===== src/rtl/fetch_queue.sv =====
// Fetch-to-decode payload FIFO: DEPTH-entry circular buffer with valid/allow_in
// handshake, synchronous branch-cancel flush and optional empty-queue bypass.
module fetch_queue #(
  parameter int DATA_W = 64,
  parameter int DEPTH  = 4,
  parameter bit BYPASS = 1'b0
) (
  input  logic                       clk,
  input  logic                       reset,
  input  logic                       flush,
  input  logic                       in_valid,
  input  logic [DATA_W-1:0]          in_data,
  output logic                       in_allow,
  output logic                       out_valid,
  output logic [DATA_W-1:0]          out_data,
  input  logic                       out_allow,
  output logic [$clog2(DEPTH+1)-1:0] count,
  output logic                       full,
  output logic                       empty
);
  localparam int PW = $clog2(DEPTH);
  localparam int CW = $clog2(DEPTH+1);
  localparam logic [CW-1:0] CNT_FULL = CW'(DEPTH);

  logic [DATA_W-1:0] mem_q [DEPTH];
  logic [DATA_W-1:0] mem_d [DEPTH];
  logic [PW-1:0]     wr_ptr_q, wr_ptr_d, rd_ptr_q, rd_ptr_d;
  logic [CW-1:0]     count_q, count_d;
  logic              push, pop, bypass_xfer;

  assign count = count_q;
  assign empty = (count_q == '0);
  assign full  = (count_q == CNT_FULL);

  // Gating with reset keeps both handshakes idle while reset is held, bypass included.
  assign in_allow = !reset && (!full || flush);

  always_comb begin
    out_valid = 1'b0;
    out_data  = mem_q[rd_ptr_q];
    if (BYPASS && empty) out_data = in_data;
    if (!reset && !flush) begin
      if (!empty)      out_valid = 1'b1;
      else if (BYPASS) out_valid = in_valid;
    end
  end

  assign push        = in_valid && in_allow && !flush;
  assign pop         = out_valid && out_allow;
  // A pop while empty can only be a bypass; such a transfer leaves storage untouched.
  assign bypass_xfer = empty && push && pop;

  always_comb begin
    wr_ptr_d = wr_ptr_q;
    rd_ptr_d = rd_ptr_q;
    count_d  = count_q;
    mem_d    = mem_q;
    if (flush) begin
      wr_ptr_d = '0;
      rd_ptr_d = '0;
      count_d  = '0;
    end else if (!bypass_xfer) begin
      if (push) begin
        mem_d[wr_ptr_q] = in_data;
        wr_ptr_d        = wr_ptr_q + 1'b1;
      end
      if (pop) rd_ptr_d = rd_ptr_q + 1'b1;
      count_d = count_q + CW'(push) - CW'(pop);
    end
  end

  always_ff @(posedge clk or posedge reset) begin
    if (reset) begin
      wr_ptr_q <= '0;
      rd_ptr_q <= '0;
      count_q  <= '0;
    end else begin
      wr_ptr_q <= wr_ptr_d;
      rd_ptr_q <= rd_ptr_d;
      count_q  <= count_d;
    end
  end

  // Payload storage is deliberately not reset.
  always_ff @(posedge clk) begin
    mem_q <= mem_d;
  end
endmodule


===== config.mk =====
export PLATFORM = sky130hd
export DESIGN_NAME = fetch_queue
export DESIGN_NICKNAME = d
export VERILOG_FILES = /design/src/rtl/fetch_queue.sv
export SDC_FILE = /design/constraint.sdc
export NUM_CORES = 1
export LEC_CHECK = 0
export BUFFER_PORTS_ARGS = -buffer_cell sky130_fd_sc_hd__buf_4
export CORE_ASPECT_RATIO = 0.5
export CORE_MARGIN = 3
export CORE_UTILIZATION = 51
export CTS_CLUSTER_DIAMETER = 100
export DETAILED_ROUTE_END_ITERATION = 7
export PLACE_DENSITY = 0.75
export SYNTH_ARGS = -nofsm -noshare
export SYNTH_HDL_FRONTEND = slang
export SYNTH_SLANG_ARGS = --single-unit

===== constraint.sdc =====
create_clock -name clk -period 2.67 [get_ports clk]
set_clock_uncertainty 0.15 [all_clocks]
set_input_delay 0.534 -clock clk [delete_from_list [all_inputs] [get_ports clk]]
set_output_delay 0.534 -clock clk [all_outputs]
set_load 0.1 [all_outputs]

# == Word-level counts from Yosys, hierarchy flattened ==
# Cells that the tools add are included.
# Widths: inputs -> output; s select.
# op_classes
addsub,4
magnitude_cmp,3
eq_ne,2
muxes,16
n_bitwise,4
n_reduce_logical,18
# ops
cell,count
$bwmux 256,1
$mux 64,3
$bmux 64 s2,1
$demux 64 s2,1
$mux 2,6
$logic_and 1x1->1,8
$ge 3x3->1 const B,2
$mux 3,2
$not 2->3,2
$add 2x1->2 const B,2
$reduce_and 2->1,2
$reduce_bool 2->1,2
$add 3x1->3,1
$eq 3x3->1 const B,1
$logic_not 1->1,3
$logic_not 3->1,1
$lt 3x1->1 const B,1
$reduce_and 3->1,1
$sub 3x1->3,1
$mux 1,2
$ne 2x2->1 const B,1
$not 1->1,2
$logic_or 1x1->1,1
# word_totals
reg_bits,263
input_bits,69
out_inout_bits,71
elab_cells,54

# == Longest topological paths before layout ==
# Gate-level depths: netlist of run 1.
# logic_depth
depth_word,10
mapped_depth,11
ltp_nobuf,11

# == Least setup slack after synthesis of run 1 ==
# No wires, ideal clock.
# synth_timing
kind,flip-flop to output port
start,reg count_q[1] (netlist: count[1])
end,out out_valid
arrival_ps,4643
required_time_ps,1986
slack_ps,-2657
stages_incl_launch_ff,3
n_path_buf,0
cell_sequence,dfrtp_1 nor3_1 nor2_1
# synth_via
elab_chain_len,3
# synth_rtl
element,line,source
"start, declared",28,"logic [CW-1:0] count_q, count_d;"
"start signal, assigned",80,count_q <= count_d;
$logic_not 3->1,32,assign empty = (count_q == '0);
via empty,19,output logic empty
$mux 1,43,if (!empty) out_valid = 1'b1;
$mux 1,42,if (!reset && !flush) begin
"end, declared",14,"output logic out_valid,"
# The timed path passes the listed nets, and every way through them passes these cells.

# == Worst setup path in the final report of run 1 ==
# layout_timing
start,reg rd_ptr_q[0]
end,out out_data[63]
# layout_via
elab_chain_len,4
# layout_rtl
element,line,source
"start, declared",27,"logic [PW-1:0] wr_ptr_q, wr_ptr_d, rd_ptr_q, rd_ptr_d;"
"start signal, assigned",79,rd_ptr_q <= rd_ptr_d;
$not 2->3 (implied by the code),40,out_data = mem_q[rd_ptr_q];
$bmux 64 s2,40,
$mux 64 (implied by the code) (2 in series),40,
"end, declared",15,"output logic [DATA_W-1:0] out_data,"
# Every way passes these cells. The select of a mux whose other input is x is not followed.

==> results of run 1 <==
metrics by stage:
stage | setup TNS, ns | hold WS [ns] | cell area [um2] | instances | setup slack [ns]
floorplan | -59.49 | 0.187 | 9800 | 385 | -0.589
global placement | -0.0755 | 0.423 | 11300 | 787 | -0.0755
detailed placement | -0.128 | 0.441 | 11300 | 787 | -0.128
CTS | -1.59 | 0.0543 | 12600 | 837 | -0.0544
global route | -5.18 | 0.0579 | 12700 | 841 | -0.121
finish | -1.96 | 0.0736 | 12700 | 841 | -0.0754
metal layers:
metal,GRT usage (%),vias to the layer above,share of wire [%]
met1,25.4,2403,41
met4,3.48,0,1.3
met2,31.9,120,51
met3,3.27,17,5.9
met5,0,-,0
li1,-,2002,-
final timing paths:
kind                                    startpoint                       to  slack, ns  cells past startpoint
min reg2reg                wr_ptr_q[1]$_DFFE_PP0P_  wr_ptr_q[1]$_DFFE_PP0P_       0.46                      2
min                                    in_data[54]     mem_q[182]$_DFFE_PP_       0.07                      1
max in group asynchronous                    reset     count[0]$_DFFE_PP0P_       1.59                      4
min in group asynchronous                    reset  rd_ptr_q[1]$_DFFE_PP0P_       0.53                      4
max                        rd_ptr_q[0]$_DFFE_PP0P_             out_data[63]      -0.08                      4
max reg2reg                   count[2]$_DFFE_PP0P_     count[2]$_DFFE_PP0P_       0.21                     11
placed cells by master, fill, tap and decap left out, types with 5 or more instances in the layout:
cell type  instances
edfxtp_1         256
buf_4             85
mux4_2            64
buf_6             53
clkbuf_16         25
buf_12            18
buf_16             8
inv_1              7
ha_1               6
clkbuf_1           6
nor2_1             5
dfrtp_4            5
buf_8              5
worst reg2reg max path, delay by kind of cell (launching register included):
family / cells / cell delay [ns]
xor gates and xnor gates: 1 / 0.16
buffers and inverters: 3 / 0.16
and+or+nand+nor: 4 / 0.65
adders and majority gates: 3 / 0.74
DFF: 1 / 0.51
power by group through the flow:
stage          Clock, mW  Combinational [mW]  Sequential [mW]
2_1_floorplan          0                1.09             4.78
3_3_place_gp           0                1.46             4.73
3_5_place_dp           0                1.48             4.74
4_1_cts             3.43                1.68             4.65
5_1_grt             3.61                1.76             4.65
6_report            3.35                1.71             4.65
kinds of logic after synthesis:
| kind of cell | share of synthesized area (%) |
|---|---|
| xor gates and xnor gates | 0.0897 |
| DFF | 80.5 |
| muxes | 15.1 |
| AOI/OAI and AO/OA | 0.231 |
| buffers and inverters | 1.72 |
| adders and majority gates | 0.974 |
| and+or+nand+nor | 1.36 |
timing repair:
action / 4_1_cts / 5_1_grt
endpoints found under the setup margin: 64 / 64
resized for setup: 87 / 11
endpoints found under the hold margin: 7 / 0
setup buffers: 3 / 2
hold buffers: 1 / 0
cloned: 6 / 2
layout make-up:
cell class | instances | area (um2) | area share (%)
clock buffers | 29 | 598 | 4.71
well taps | 259 | 324 | 2.55
clock inverters | 11 | 155 | 1.22
flip-flops and latches | 263 | 7880 | 62.1
multi-input cells | 100 | 1770 | 13.9
repair buffers | 172 | 1950 | 15.4
inverters | 7 | 26.3 | 0.207
sequential cells by signal (all words and copies together) (netlist names):
| name | flops |
|---|---|
| rd_ptr_q | 2 |
| mem_q | 256 |
| count | 3 |
| wr_ptr_q | 2 |
==> flow_summary.toml, run 1 <==
[pwr]
power.density_mw_per_mm2 = 764
p_sw_share_pct = 26.3
clkPwrFrac_pct = 34.5
p_switching_mw = 2.55
peakVddDrop_mv = 0.529
p_leak_nw = 4.29
internal_power_mw = 7.16
total_power_mw = 9.71
pwr-share-seq_pct = 47.9
p_comb_share_pct = 17.6

[layout]
syn_to_final_growth_pct = 30.1
fin_nets = 643
diodes = 0
drive_above_1_share_pct = 48.6
fillerInstances = 1164
fin_util_pct = 68.4

[clock_network]
clock_latency_ns = 0.50
cts-root-buf = "clkbuf_16"
numCtsBuffers = 23
tritoncts = "built"
cts.sinks = 263
h-tree-depth = 1
cts_max_path_buffers = 3
cts.clk_slew.worst_paths_ns = 0.07

[placed_design]
dp_hpwl_um = 10600
gp_congestion = 0.734
numPortBuffers = 139

[floorplanning]
die_w_um = 202
num_rows = 35
die_y_um = 104
initial_core_util_pct = 52.6
ioPinCount = 140
coreArea_mm2 = 0.0186
dieArea_mm2 = 0.0209

[status]
violations = "negative setup slack"
outcome = "complete, but fails checks"

[route]
drt_iter0_drc = 270
drc = 0
drt-vias-per-instance = 5.40
firstDrtPassIters = 4
drt_wl_total_um = 19200
detail-route-antenna-nets = 0
wl_per_cell_um = 22.9
num_vias = 4542

[synth]
syn_inst = 385
ys_ff_latch = 263
yosysTopAreaCellShare_pct = 78.7
synth-async-reset-ratio_pct = 2.66
syn_nets = 461
synth_edf_count = 256
synth_cell_types = 26
yosysWarningCount = 0
synth_area_leaders = "edfxtp_1 79%, mux4_2 15%, dfrtp_1 1.8%"
synth_commonest_cells = "256 x edfxtp_1, 64 x mux4_2, 7 x dfrtp_1, 7 x inv_1, 6 x ha_1"
avgSynthCellArea_um2 = 25.4
yosysMostFrequentCell = "edfxtp_1"
synth_flop_cell = "edfxtp_1"
synth_area_leader_cell = "edfxtp_1"
yosysSeqAreaShare_pct = 80.5
synth.cell_area_mm2 = 0.00976

[critical_path]
critPathMaxFanout = 8
worst_setup_path_end_kind = "output pin"
critPathTopFamily = "multiplexers"
worst_path_max_delay_cell = "mux4_2"
crit_buf_inv = 3
startpoint_type = "flip-flop"
worstPathRequired_ns = 1.99
crit_type = "flip-flop to output pin"
critical_path_arrival_ns = 2.06
cpPeakStageDelay_ns = 0.57
crit_chain = "buf_6, buf_16, mux4_2, buf_12"

[grt]
grt_start_max_net_pins = 54
antenna_found_initial = 0
grt_usage_pct = 18.5
grt_pass1_wl_um = 29300
first_global_vias = 5020
overflow = 0

[worst_hold_path]
min_path_type = "input pin to flip-flop"

[sta]
post-route-period-util_pct = 103
rsz0062_at_grt = "yes"
report.final.slew_viol_count = 0
maxSlewHeadroom_pct = 70.6
worst_slack_ns = -0.0754
finalSetupViolations = 56
max_freq_ghz = 0.364
finalHoldViolCount = 0
period_needed_ns = 2.75
worstMarginPinSlew_ns = 0.439

[job]
cap_violations = 0
(Power assumes the default switching activity.)
==> inputs of run 2 (changes only) <==
- BUFFER_PORTS_ARGS: -buffer_cell sky130_fd_sc_hd__buf_4 -> not set
- CORE_UTILIZATION: 51 -> 56
- DONT_BUFFER_PORTS: not set -> 1
- PLACE_DENSITY: 0.75 -> 0.74
- SKIP_CTS_REPAIR_TIMING: not set -> 1
==> flow_summary.toml, run 2 (synthesis results as in run 1) <==
[floorplanning]
initial_core_util_pct = 58.4
coreArea_mm2 = 0.0167
ioPinCount = 140
dieArea_mm2 = 0.0191
die_y_um = 99.4
die_w_um = 193
num_rows = 33

[critical_path]
critical_path_arrival_ns = 2.04
critPathMaxFanout = 11
startpoint = "rd_ptr_q[0]$_DFFE_PP0P_"
r2r-end = "count[2]$_DFFE_PP0P_"
cp-endpoint = "out_data[4]"
r2r_cells = 11
r2r_slack_ns = 0.15
worst_setup_path_end_kind = "output pin"
worstPathRequired_ns = 1.99
startpoint_type = "flip-flop"
r2r-start = "count[2]$_DFFE_PP0P_"
crit_type = "flip-flop to output pin"

[layout]
fin_nets = 631
final_cell_mix = "256 x edfxtp_1, 75 x buf_12, 66 x dlygate4sd3_1"
top_register = "mem_q"
fin_util_pct = 78.9
syn_to_final_growth_pct = 35.2
drive_above_1_share_pct = 36.9
largest_reg_flops = 256
final_common_cell = "edfxtp_1"

[route]
drc = 0
firstDrtPassIters = 5
detail-route-antenna-nets = 0
wl_per_cell_um = 25.6
drt_wl_total_um = 20400
num_vias = 4616
drt_iter0_drc = 361
drt-vias-per-instance = 5.77

[job]
cap_violations = 0

[clock_network]
clock_latency_ns = 0.50
numCtsBuffers = 23
cts.sinks = 263
tritoncts = "built"
cts_max_path_buffers = 3
cts-root-buf = "clkbuf_16"
h-tree-depth = 1
cts.clk_slew.worst_paths_ns = 0.07

[placed_design]
dp_hpwl_um = 11000
numPortBuffers = 0
gp_congestion = 0.768

[sta]
worst_slack_ns = -0.0498
period_needed_ns = 2.72
rsz0062_at_grt = "yes"
worstMarginPinSlew_ns = 0.479
maxSlewHeadroom_pct = 68.1
finalSetupViolations = 41
report.final.slew_viol_count = 0
post-route-period-util_pct = 102
fin_hold_ws_ns = 0.0699
max_freq_ghz = 0.368
finalHoldViolCount = 0

[grt]
grt_start_max_net_pins = 65
first_global_vias = 4688
grt_pass1_wl_um = 27300
antenna_found_initial = 1
overflow = 0
grt_usage_pct = 19.0

[pwr]
power.density_mw_per_mm2 = 759
peakVddDrop_mv = 0.489
p_leak_nw = 4.38

[status]
outcome = "complete, but fails checks"
violations = "negative setup slack"

[worst_hold_path]
min_path_type = "input pin to flip-flop"
==> run 2: cell count changes in the layout (fill, tap and decap cells not counted), sizes merged <==
| cell | previous run | this run |
|---|---|---|
| buf | 169 | 89 |
| dlygate4sd3 | 1 | 66 |
| inv | 8 | 10 |
| bufinv | 4 | 5 |
| clkbuf | 31 | 32 |
| clkinv | 6 | 7 |
| diode | 0 | 1 |
==> run 2: how the worst min path moves through the flow <==
stage	from	slack [ns]	endpoint	cells after the start
final	out_allow	0.07	rd_ptr_q[1]$_DFFE_PP0P_	2
after global routing	out_allow	0.05	rd_ptr_q[1]$_DFFE_PP0P_	2
after CTS	reset	-0.30	count[0]$_DFFE_PP0P_	1
after detailed placement	reset	0.24	count[1]$_DFFE_PP0P_	1
after global placement	reset	0.21	count[1]$_DFFE_PP0P_	1
after floorplan	reset	0.19	rd_ptr_q[0]$_DFFE_PP0P_	1
==> run 2: area by class of cell <==
| class | instances | area (um2) |
|---|---|---|
| fill | 802 | 3520 |
| clock buffer | 27 | 591 |
| timing repair buffer | 160 | 2430 |
| multi-input combinational | 100 | 1770 |
| clock inverter | 15 | 209 |
| sequential | 263 | 7880 |
| antenna | 1 | 2.50 |
| tap | 227 | 284 |
| inverter | 7 | 26.3 |
==> run 2: per-layer routing <==
| layer | GRT usage [%] | part of all wire, % |
|---|---|---|
| met1 | 24.6 | 39 |
| met2 | 33.0 | 53 |
| met3 | 5.35 | 6.3 |
| met4 | 3.86 | 1.7 |
| met5 | 0 | 0 |
==> run 2: worst max-delay path: stages (launching register included) <==
cell,delay [ns]
dfrtp_4,0.45
buf_12,0.15
buf_12,0.18
mux4_2,0.56
buf_12,0.19
==> run 2: through the flow <==
step,power (mW),std cells,instance area [um2],TNS (ns),setup slack [ns]
2_1_floorplan,5.87,385,9800,-59.49,-0.589
4_1_cts,9.84,719,12300,-6.54,-0.178
6_report,10.0,800,13200,-0.657,-0.0498
5_1_grt,10.3,800,13200,-3.88,-0.106
3_3_place_gp,6.35,677,11500,0,0.0386
3_5_place_dp,6.39,677,11500,-0.193,-0.193
==> run 2: report_power, final <==
part | internal, mW | switching [mW]
Combinational | 0.694 | 1.16
Clock | 2.09 | 1.42
Sequential | 4.61 | 0.0342
Total | 7.39 | 2.62
